==> config.mk <==
export PLATFORM = sky130hd
export DESIGN_NAME = cas_prefetch_buffer
export DESIGN_NICKNAME = d
export VERILOG_FILES = /design/src/rtl/cas_prefetch_buffer.sv
export SDC_FILE = /design/constraint.sdc
export NUM_CORES = 1
export LEC_CHECK = 0
export ABC_AREA = 1
export BUFFER_PORTS_ARGS = -buffer_cell sky130_fd_sc_hd__buf_2
export CELL_PAD_IN_SITES_DETAIL_PLACEMENT = 0
export CELL_PAD_IN_SITES_GLOBAL_PLACEMENT = 2
export CORE_ASPECT_RATIO = 0.5
export CORE_MARGIN = 2
export CORE_UTILIZATION = 32
export CTS_BUF_LIST = sky130_fd_sc_hd__clkbuf_4 sky130_fd_sc_hd__clkbuf_8 sky130_fd_sc_hd__clkbuf_16
export DETAILED_ROUTE_END_ITERATION = 10
export PLACE_DENSITY = 0.74
export SYNTH_ARGS = -nofsm -noshare
export SYNTH_HDL_FRONTEND = slang
export SYNTH_SLANG_ARGS = --single-unit
==> constraint.sdc <==
create_clock -name clk -period 7.2 [get_ports clk]
set_input_delay 0.72 -clock clk [delete_from_list [all_inputs] [get_ports clk]]
set_output_delay 0.72 -clock clk [all_outputs]
set_load 0.01 [all_outputs]
==> src/rtl/cas_prefetch_buffer.sv <==
// Cassette image prefetch FIFO between the DDR3 CAS read port and the tape player.
// Optional build macro CAS_PREFETCH_STATS_EN adds the underrun_cnt statistics output.
module cas_prefetch_buffer #(
    parameter logic [27:0] BASE_ADDR = 28'h1400000,
    parameter int unsigned DEPTH     = 16,
    parameter int unsigned LVL_W     = 5
) (
    input  logic             clk,
    input  logic             reset_n,
    input  logic             rewind,
    input  logic [27:0]      cas_size,
    input  logic             ddr3_grant,
    output logic [27:0]      ddr3_addr,
    output logic             ddr3_rd,
    input  logic [7:0]       ddr3_dout,
    input  logic             ddr3_ready,
    input  logic             rd_req,
    output logic [7:0]       rd_data,
    output logic             rd_valid,
    output logic             eof,
    output logic [LVL_W-1:0] level
`ifdef CAS_PREFETCH_STATS_EN
    ,
    output logic [15:0]      underrun_cnt
`endif
);

    localparam int unsigned PTR_W  = LVL_W - 1;
    localparam int unsigned ADDR_W = 28;

    localparam logic [2:0] IDLE      = 3'd0;
    localparam logic [2:0] ISSUE     = 3'd1;
    localparam logic [2:0] WAIT_BUSY = 3'd2;
    localparam logic [2:0] WAIT_DATA = 3'd3;
    localparam logic [2:0] DRAIN     = 3'd4;

    logic [2:0]        state;
    logic [2:0]        state_nxt;
    logic [ADDR_W-1:0] fetched;
    logic [ADDR_W-1:0] delivered;
    logic [ADDR_W-1:0] size_q;
    logic              size_vld;
    logic              pending;
    logic              busy_cnt;
    logic              busy_done;
    logic [PTR_W-1:0]  wr_ptr;
    logic [PTR_W-1:0]  rd_ptr;
    logic [7:0]        mem [DEPTH];

    logic fifo_empty;
    logic req_ok;
    logic push;
    logic pop;
    logic bypass;
    logic wr_en;
    logic deliver;
    logic issue_ok;

    // Consumer/producer handshakes; rewind suppresses both sides for its cycle
    always_comb begin
        fifo_empty = (level == LVL_W'(0));
        req_ok     = rd_req & ~eof & ~rewind;
        push       = (state == WAIT_DATA) & ddr3_ready & ~rewind;
        pop        = req_ok & ~fifo_empty;
        bypass     = push & fifo_empty & (req_ok | pending);
        wr_en      = push & ~bypass;
        deliver    = pop | bypass;
        issue_ok   = size_vld & ddr3_grant & ddr3_ready
                   & (fetched < size_q) & (level < LVL_W'(DEPTH));
    end

    // Fetch FSM state register
    always_ff @(posedge clk or negedge reset_n) begin
        if (!reset_n) begin
            state <= IDLE;
        end else begin
            state <= state_nxt;
        end
    end

    // Fetch FSM next state; an issued read always runs to completion before IDLE
    always_comb begin
        state_nxt = state;
        case (state)
            IDLE: begin
                if (!rewind && issue_ok) begin
                    state_nxt = ISSUE;
                end
            end
            ISSUE: begin
                state_nxt = rewind ? DRAIN : WAIT_BUSY;
            end
            WAIT_BUSY: begin
                if (rewind) begin
                    state_nxt = DRAIN;
                end else if (!ddr3_ready || busy_cnt) begin
                    state_nxt = WAIT_DATA;
                end
            end
            WAIT_DATA: begin
                if (rewind) begin
                    state_nxt = DRAIN;
                end else if (ddr3_ready) begin
                    state_nxt = IDLE;
                end
            end
            DRAIN: begin
                if (busy_done && ddr3_ready) begin
                    state_nxt = IDLE;
                end
            end
            default: begin
                state_nxt = IDLE;
            end
        endcase
    end

    // Tracks whether the in-flight read has passed its busy phase (needed by DRAIN)
    always_ff @(posedge clk or negedge reset_n) begin
        if (!reset_n) begin
            busy_cnt  <= 1'b0;
            busy_done <= 1'b0;
        end else if (state == ISSUE) begin
            busy_cnt  <= 1'b0;
            busy_done <= 1'b0;
        end else if (state == WAIT_DATA) begin
            busy_done <= 1'b1;
        end else if ((state == WAIT_BUSY || state == DRAIN) && !busy_done) begin
            busy_cnt <= 1'b1;
            if (!ddr3_ready || busy_cnt) begin
                busy_done <= 1'b1;
            end
        end
    end

    // FIFO storage, no reset needed
    always_ff @(posedge clk) begin
        if (wr_en) begin
            mem[wr_ptr] <= ddr3_dout;
        end
    end

    // Counters, pointers and consumer-side outputs
    always_ff @(posedge clk or negedge reset_n) begin
        if (!reset_n) begin
            ddr3_addr <= BASE_ADDR;
            ddr3_rd   <= 1'b0;
            rd_data   <= 8'hFF;
            rd_valid  <= 1'b0;
            eof       <= 1'b0;
            level     <= LVL_W'(0);
            fetched   <= ADDR_W'(0);
            delivered <= ADDR_W'(0);
            size_q    <= ADDR_W'(0);
            size_vld  <= 1'b0;
            pending   <= 1'b0;
            wr_ptr    <= PTR_W'(0);
            rd_ptr    <= PTR_W'(0);
        end else begin
            ddr3_rd  <= (state_nxt == ISSUE);
            rd_valid <= 1'b0;
            if (rewind) begin
                ddr3_addr <= BASE_ADDR;
                eof       <= (cas_size == ADDR_W'(0));
                level     <= LVL_W'(0);
                fetched   <= ADDR_W'(0);
                delivered <= ADDR_W'(0);
                size_q    <= cas_size;
                size_vld  <= 1'b1;
                pending   <= 1'b0;
                wr_ptr    <= PTR_W'(0);
                rd_ptr    <= PTR_W'(0);
            end else begin
                // First cycle after reset release samples the image size
                if (!size_vld) begin
                    size_vld <= 1'b1;
                    size_q   <= cas_size;
                    eof      <= (cas_size == ADDR_W'(0));
                end
                if (push) begin
                    fetched   <= fetched + ADDR_W'(1);
                    ddr3_addr <= ddr3_addr + ADDR_W'(1);
                end
                if (wr_en) begin
                    wr_ptr <= wr_ptr + PTR_W'(1);
                end
                if (pop) begin
                    rd_ptr  <= rd_ptr + PTR_W'(1);
                    rd_data <= mem[rd_ptr];
                end
                // A waiting consumer takes the arriving byte straight from DDR3
                if (bypass) begin
                    rd_data <= ddr3_dout;
                end
                if (deliver) begin
                    rd_valid  <= 1'b1;
                    delivered <= delivered + ADDR_W'(1);
                    eof       <= ((delivered + ADDR_W'(1)) == size_q);
                end
                if (bypass) begin
                    pending <= 1'b0;
                end else if (req_ok && fifo_empty) begin
                    pending <= 1'b1;
                end
                case ({wr_en, pop})
                    2'b10:   level <= level + LVL_W'(1);
                    2'b01:   level <= level - LVL_W'(1);
                    default: level <= level;
                endcase
            end
        end
    end

`ifdef CAS_PREFETCH_STATS_EN
    // Saturating count of requests that found the FIFO empty
    always_ff @(posedge clk or negedge reset_n) begin
        if (!reset_n) begin
            underrun_cnt <= 16'h0000;
        end else if (rewind) begin
            underrun_cnt <= 16'h0000;
        end else if (req_ok && fifo_empty && underrun_cnt != 16'hFFFF) begin
            underrun_cnt <= underrun_cnt + 16'h0001;
        end
    end
`endif

endmodule

# Yosys cells after proc, flatten, opt, wreduce, memory -nomap -nowiden
# Memory sizes are Yosys's and may differ from the RTL's.
# Cells that the tools add are included.
totals:
  in_bits: 42
  n_memories: 1
  mem_bits_rw: 128
  reg_bits: 143
  elab_cells: 121
op_classes:
  reduce_logical: 25
  n_addsub: 7
  n_mux: 41
  bitwise: 18
  eq_ne: 11
  order_cmp: 2
mem_list:
  columns: ["name", "depth", "width", "read_ports", "rd_ports_with_merged_regs", "write_ports", "line_no", "source"]
  rows:
  - ["mem", 16, 8, 1, 0, 1, "48", "logic [7:0] mem [DEPTH];"]
ops:
  columns: ["operator", "n"]
  rows:
  - ["2-to-1 mux 28 bit", 8]
  - ["adder 28 x 1 -> 28 bit (second input constant)", 3]
  - ["== test 28 bit", 1]
  - ["zero test 28 bit", 1]
  - ["< comparator 28 bit", 1]
  - ["2-to-1 mux 3 bit", 7]
  - ["2-to-1 mux 1 bit", 17]
  - ["2-to-1 mux 4 bit", 4]
  - ["2-to-1 mux 8 bit", 2]
  - ["case mux 3 bit (5 select lines)", 1]
  - ["bitwise AND 1 bit", 12]
  - ["nonzero test 2 bit", 6]
  - ["nonzero test 3 bit", 4]
  - ["case mux 5 bit (2 select lines)", 1]
  - ["adder 4 x 1 -> 4 bit (second input constant)", 2]
  - ["== test 3 x 1 -> 1 bit (second input constant)", 2]
  - ["== test 3 x 2 -> 1 bit (second input constant)", 2]
  - ["AND reduction 2 bit", 3]
  - ["adder 5 x 1 -> 5 bit (second input constant)", 1]
  - ["zero test 5 bit", 1]
  - ["< comparator 5 bit (second input constant)", 1]
  - ["2-to-1 mux 5 bit", 1]
  - ["subtractor 5 x 1 -> 5 bit (second input constant)", 1]
  - ["logical AND 1 bit", 4]
  - ["10 further kinds", 18]

# Longest topological paths before layout
logic_depth:
  ltp_word: 10
  mapped_depth: 15

# Least setup slack after synthesis
# Ideal clock, no wire load.
synth_path:
  kind: "in2reg"
  startpoint: "in rewind"
  endpoint: "reg level[4]"
  arrival_time_ps: 2657
  cell_stages: 15
  required_time_ps: 7071
  path_slack_ps: 4415
  path_buffers: 1
  setup_time_ps: 129
  path_cell_list: "buf_2 > clkinv_1 > nand2_1 > inv_1 > nand2_1 > inv_1 > nand2_1 > inv_1 > ha_1 > inv_1 > o21ai_0 > a21oi_1 > xor2_1 > xor2_1 > o22ai_1"
synth_between:
  elab_chain_len: 9
  word_cells_on_any_way: 14
synth_rtl:
  columns: ["item", "line_no", "source"]
  rows:
  - ["start: declaration", "10", "input logic rewind,"]
  - ["NOT 1 bit (no line)", null, null]
  - ["bitwise AND 1 bit (on tied branches)", "63, 62", null]
  - ["bitwise AND 1 bit or OR 1 bit (tied branches)", "65", "bypass = push & fifo_empty & (req_ok | pending);"]
  - ["bitwise AND 1 bit", "65", null]
  - ["NOT 1 bit", "66", "wr_en = push & ~bypass;"]
  - ["bitwise AND 1 bit", "66", null]
  - ["== test 2 x 1 -> 1 bit or == test 2 bit (tied branches)", "205", "case ({wr_en, pop})"]
  - ["case mux 5 bit (2 select lines)", "205", null]
  - ["2-to-1 mux 5 bit", "162", "if (rewind) begin"]
  - ["end signal: assignment", "206", "2'b10: level <= level + LVL_W'(1);"]
  - ["end signal: assignment", "207", "2'b01: level <= level - LVL_W'(1);"]
  - ["end signal: assignment", "208", "default: level <= level;"]
  - ["end: declaration", "21", "output logic [LVL_W-1:0] level"]
# Parallel ways exist; a longest one is shown, timed or not.
# A chain may end at the register's enable or synchronous reset.

# Worst setup path after layout
layout_path:
  startpoint: "reg level[4]"
  endpoint: "reg level[4]"
layout_between:
  elab_chain_len: 8
  word_cells_on_any_way: 14
layout_rtl:
  columns: ["item", "line_no", "source"]
  rows:
  - ["zero test 5 bit", "61", "fifo_empty = (level == LVL_W'(0));"]
  - ["bitwise AND 1 bit (2 in series)", "65", null]
  - ["NOT 1 bit", "66", null]
  - ["bitwise AND 1 bit", "66", null]
  - ["== test 2 x 1 -> 1 bit or == test 2 bit (tied branches)", "205", null]
  - ["case mux 5 bit (2 select lines)", "205", null]
  - ["2-to-1 mux 5 bit", "162", null]
# Parallel ways exist; a longest one is shown, timed or not.

==> flow_summary_export.csv <==
group,metric,value,unit
layout,layout_common_cells,"nand2_1 (302), nor2_1 (168), inv_1 (165)",
power,powerDensity,261,nW/µm²
synth,netlist_instances,1495,
clocking,cts_resized,0,
sta,fin_crit_sh,38.9,%
die,die_x,296,µm
sta,tightestPinTransition,1070,ps
placed_design,io_buffers,85,
die,dieArea,44400,µm²
critical_path,crit_end,"level[4]",
power,p_leak,6.46,nW
sta,period_needed,2800,ps
clocking,cts_tree,"yes",
critical_path,arrival,3270,ps
clocking,cts_setup_buffers,0,
sta,max_freq,357,MHz
synth,ys_warn_count,0,
synth,syn_nets,1576,
synth,netlist_area,13700,µm²
job,maxCapViolations,0,
layout,antenna_cells,0,
synth,synth_flop_cell,"dfrtp_1",
outcome,status,"completed",
clocking,cts_made_buffers,28,
clocking,cts_sinks,271,
detailed_routing,drt_iter0_markers,801,
die,fp.coreArea,42000,µm²
die,rows,53,
global_routing,grt_usage,17.7,%
sta,setup_viol,0,
clocking,clk_latency,590,ps
layout,regArea,7440,µm²
detailed_routing,totalWireLength,38500,µm
sta,rsz0062_at_grt,"no",
min_path,hold_class,"input pin to asynchronous set/reset pin",
layout,fillers,4238,
detailed_routing,drtAntennaViolNets,0,
sta,maxSlewHeadroom,28.6,%
layout,multi_input_area,5410,µm²
clocking,cts_buffer_depth,3,
detailed_routing,vias,10700,
critical_path,worstReg2RegEnd,"level[4]",
critical_path,setup.worst_path.start,"level[4]",
global_routing,antenna_found_initial,0,
detailed_routing,drtPass1Iterations,5,
critical_path,critPathKind,"flip-flop to flip-flop",
layout,synthToLayoutAreaGrowth,15.1,%
clocking,holdBufCountCts,0,
clocking,path_clk_slew,70,ps
critical_path,r2r_start,"level[4]",
sta,fin_tns_setup,0,ps
power,p_total,0.00411,W
layout,drive_gt1_share,11.5,%
synth,synthArstFlopShare,52.8,%
die,die_h,150,µm
detailed_routing,vias_per_cell,4.94,
placed_design,hpwl,27200,µm
layout,final_common_cell,"nand2_1",
clocking,htree_levels,1,
critical_path,end_kind,"flip-flop",
synth,ys_ff_latch,271,
synth,synth_edf_count,128,
critical_path,reg2regPathDepth,15,
detailed_routing,avgRoutedWirePerCell,17.7,µm
global_routing,grt_pass1_vias,10700,
synth,synth.avg_cell_area,9.13,µm²
die,start_util,32.5,%
sta,finalHoldViolCount,0,
layout,fin_nets,1654,
detailed_routing,remaining_drc_errors,0,
global_routing,grt_max_degree,103,
synth,yosysSeqAreaShare,54.5,%
sta,slew_viol_final,0,
critical_path,start_kind,"flip-flop",
clocking,cts_root_buf,"clkbuf_16",
global_routing,grt_pass1_wl,61100,µm
sta,fin_skew,34.6,ps
placed_design,gp_congestion,0.833,
critical_path,cp_max_fo,5,
critical_path,critical_path_required,7670,ps
synth,synth.distinct_cells,59,
critical_path,r2r_slack,4400,ps
global_routing,overflow,0,
die,io_pins,86,
power,irDropWorstVdd,0.141,mV
-- metal layers --
metal	vias up	global-route usage [%]	share of wire, %
li1	5300	-	-
met1	5200	24.0	48
met2	181	29.7	47
met3	55	2.67	3.5
met4	0	4.52	2.3
met5	-	0	0
-- cells by family after synthesis --
group,count (synthesis),synth area share [%]
simple gates,654,21.0
compound gates,281,12.2
flops,271,54.5
buf+inv,214,5.97
fa+ha+maj,39,3.63
mux,26,1.91
xor+xnor,9,0.779
other cells,1,0.0275
-- where the power goes --
| part | internal, W | total [W] | switching [W] | leakage, nW |
|---|---|---|---|---|
| Sequential | 0.00170 | 0.00175 | 0.0000463 | 3.04 |
| Combinational | 0.000233 | 0.000717 | 0.000484 | 2.91 |
| Clock | 0.000984 | 0.00164 | 0.000659 | 0.505 |
| Total | 0.00292 | 0.00411 | 0.00119 | 6.46 |
-- how the worst min path moves through the flow --
stage                          start       endpoint  slack (ps)  depth (start not counted)
after floorplan              reset_n       busy_cnt         420                          0
final                        reset_n  ddr3_addr[14]         240                          1
after global routing         reset_n  ddr3_addr[14]         350                          1
after CTS                    reset_n  ddr3_addr[14]         320                          1
after global placement    rd_data[5]     rd_data[5]         460                          2
after detailed placement  rd_data[6]     rd_data[6]         470                          2
-- worst max-delay path: stages, from the launching register on --
cell and delay (ps):
dfrtp_1 380, inv_1 140, nand3_1 100, nor3_2 320, inv_1 110, nand2_1 190, inv_1 110, nand2_1 180
inv_1 120, ha_1 310, inv_1 70, o21ai_0 70, a21oi_1 160, xor2_1 190, xor2_1 160, o22ai_1 80
-- area by class of cell --
type / count / share of cell area (%)
Clock buffer: 37 / 4.97
Clock inverter: 15 / 1.62
Inverter: 172 / 4.11
Multi-Input combinational cell: 1010 / 34.4
Sequential cell: 271 / 47.3
Tap cell: 577 / 4.59
Timing Repair Buffer: 90 / 2.99
-- cells in the mapped netlist (3+ instances only) --
master | count | share of area [%]
nand2_1 | 303 | 8.3
nor2_1 | 168 | 4.6
inv_1 | 165 | 4.5
dfrtp_1 | 133 | 24
edfxtp_1 | 128 | 28
o21ai_0 | 125 | 4.6
nand3_1 | 94 | 3.4
a21oi_1 | 56 | 2.1
ha_1 | 38 | 3.5
clkbuf_1 | 29 | 0.80
o221ai_1 | 27 | 1.7
mux2i_1 | 26 | 1.9
nor3_1 | 24 | 0.88
o22ai_1 | 23 | 1.1
nand4_1 | 19 | 0.87
o211ai_1 | 16 | 0.88
nor4_1 | 13 | 0.60
dfstp_2 | 10 | 1.9
buf_1 | 6 | 0.16
buf_2 | 6 | 0.22
nor2_2 | 6 | 0.27
o21a_1 | 6 | 0.33
o32ai_1 | 6 | 0.38
inv_2 | 5 | 0.14
o21ai_1 | 5 | 0.18
xor2_1 | 5 | 0.32
nor3_2 | 4 | 0.29
and2_1 | 3 | 0.14
nand2_2 | 3 | 0.14
nand3_2 | 3 | 0.22
nor3_4 | 3 | 0.36
-- metrics by stage --
| stage | instance area [µm²] | util, % | worst slack (ps) | hold slack [ps] | instances |
|---|---|---|---|---|---|
| floorplan | 13700 | - | 4410 | 424 | 1495 |
| global placement | 14700 | 34.9 | 4060 | 459 | 2120 |
| detailed placement | 14700 | 34.9 | 4050 | 465 | 2120 |
| CTS | 15700 | 37.4 | 4380 | 323 | 2172 |
| global route | 15700 | 37.4 | 4060 | 346 | 2172 |
| finish | 15700 | 37.4 | 4400 | 237 | 2172 |
-- state kept, by name, summed over array words and instances, names as in the netlist, 3 cells and up --
register	flops
fetched	28
level	5
size_q	28
state	3
delivered	28
wr_ptr	4
rd_data	8
mem	128
rd_ptr	4
ddr3_addr	28
No activity file was read; power rests on OpenSTA's default activity.
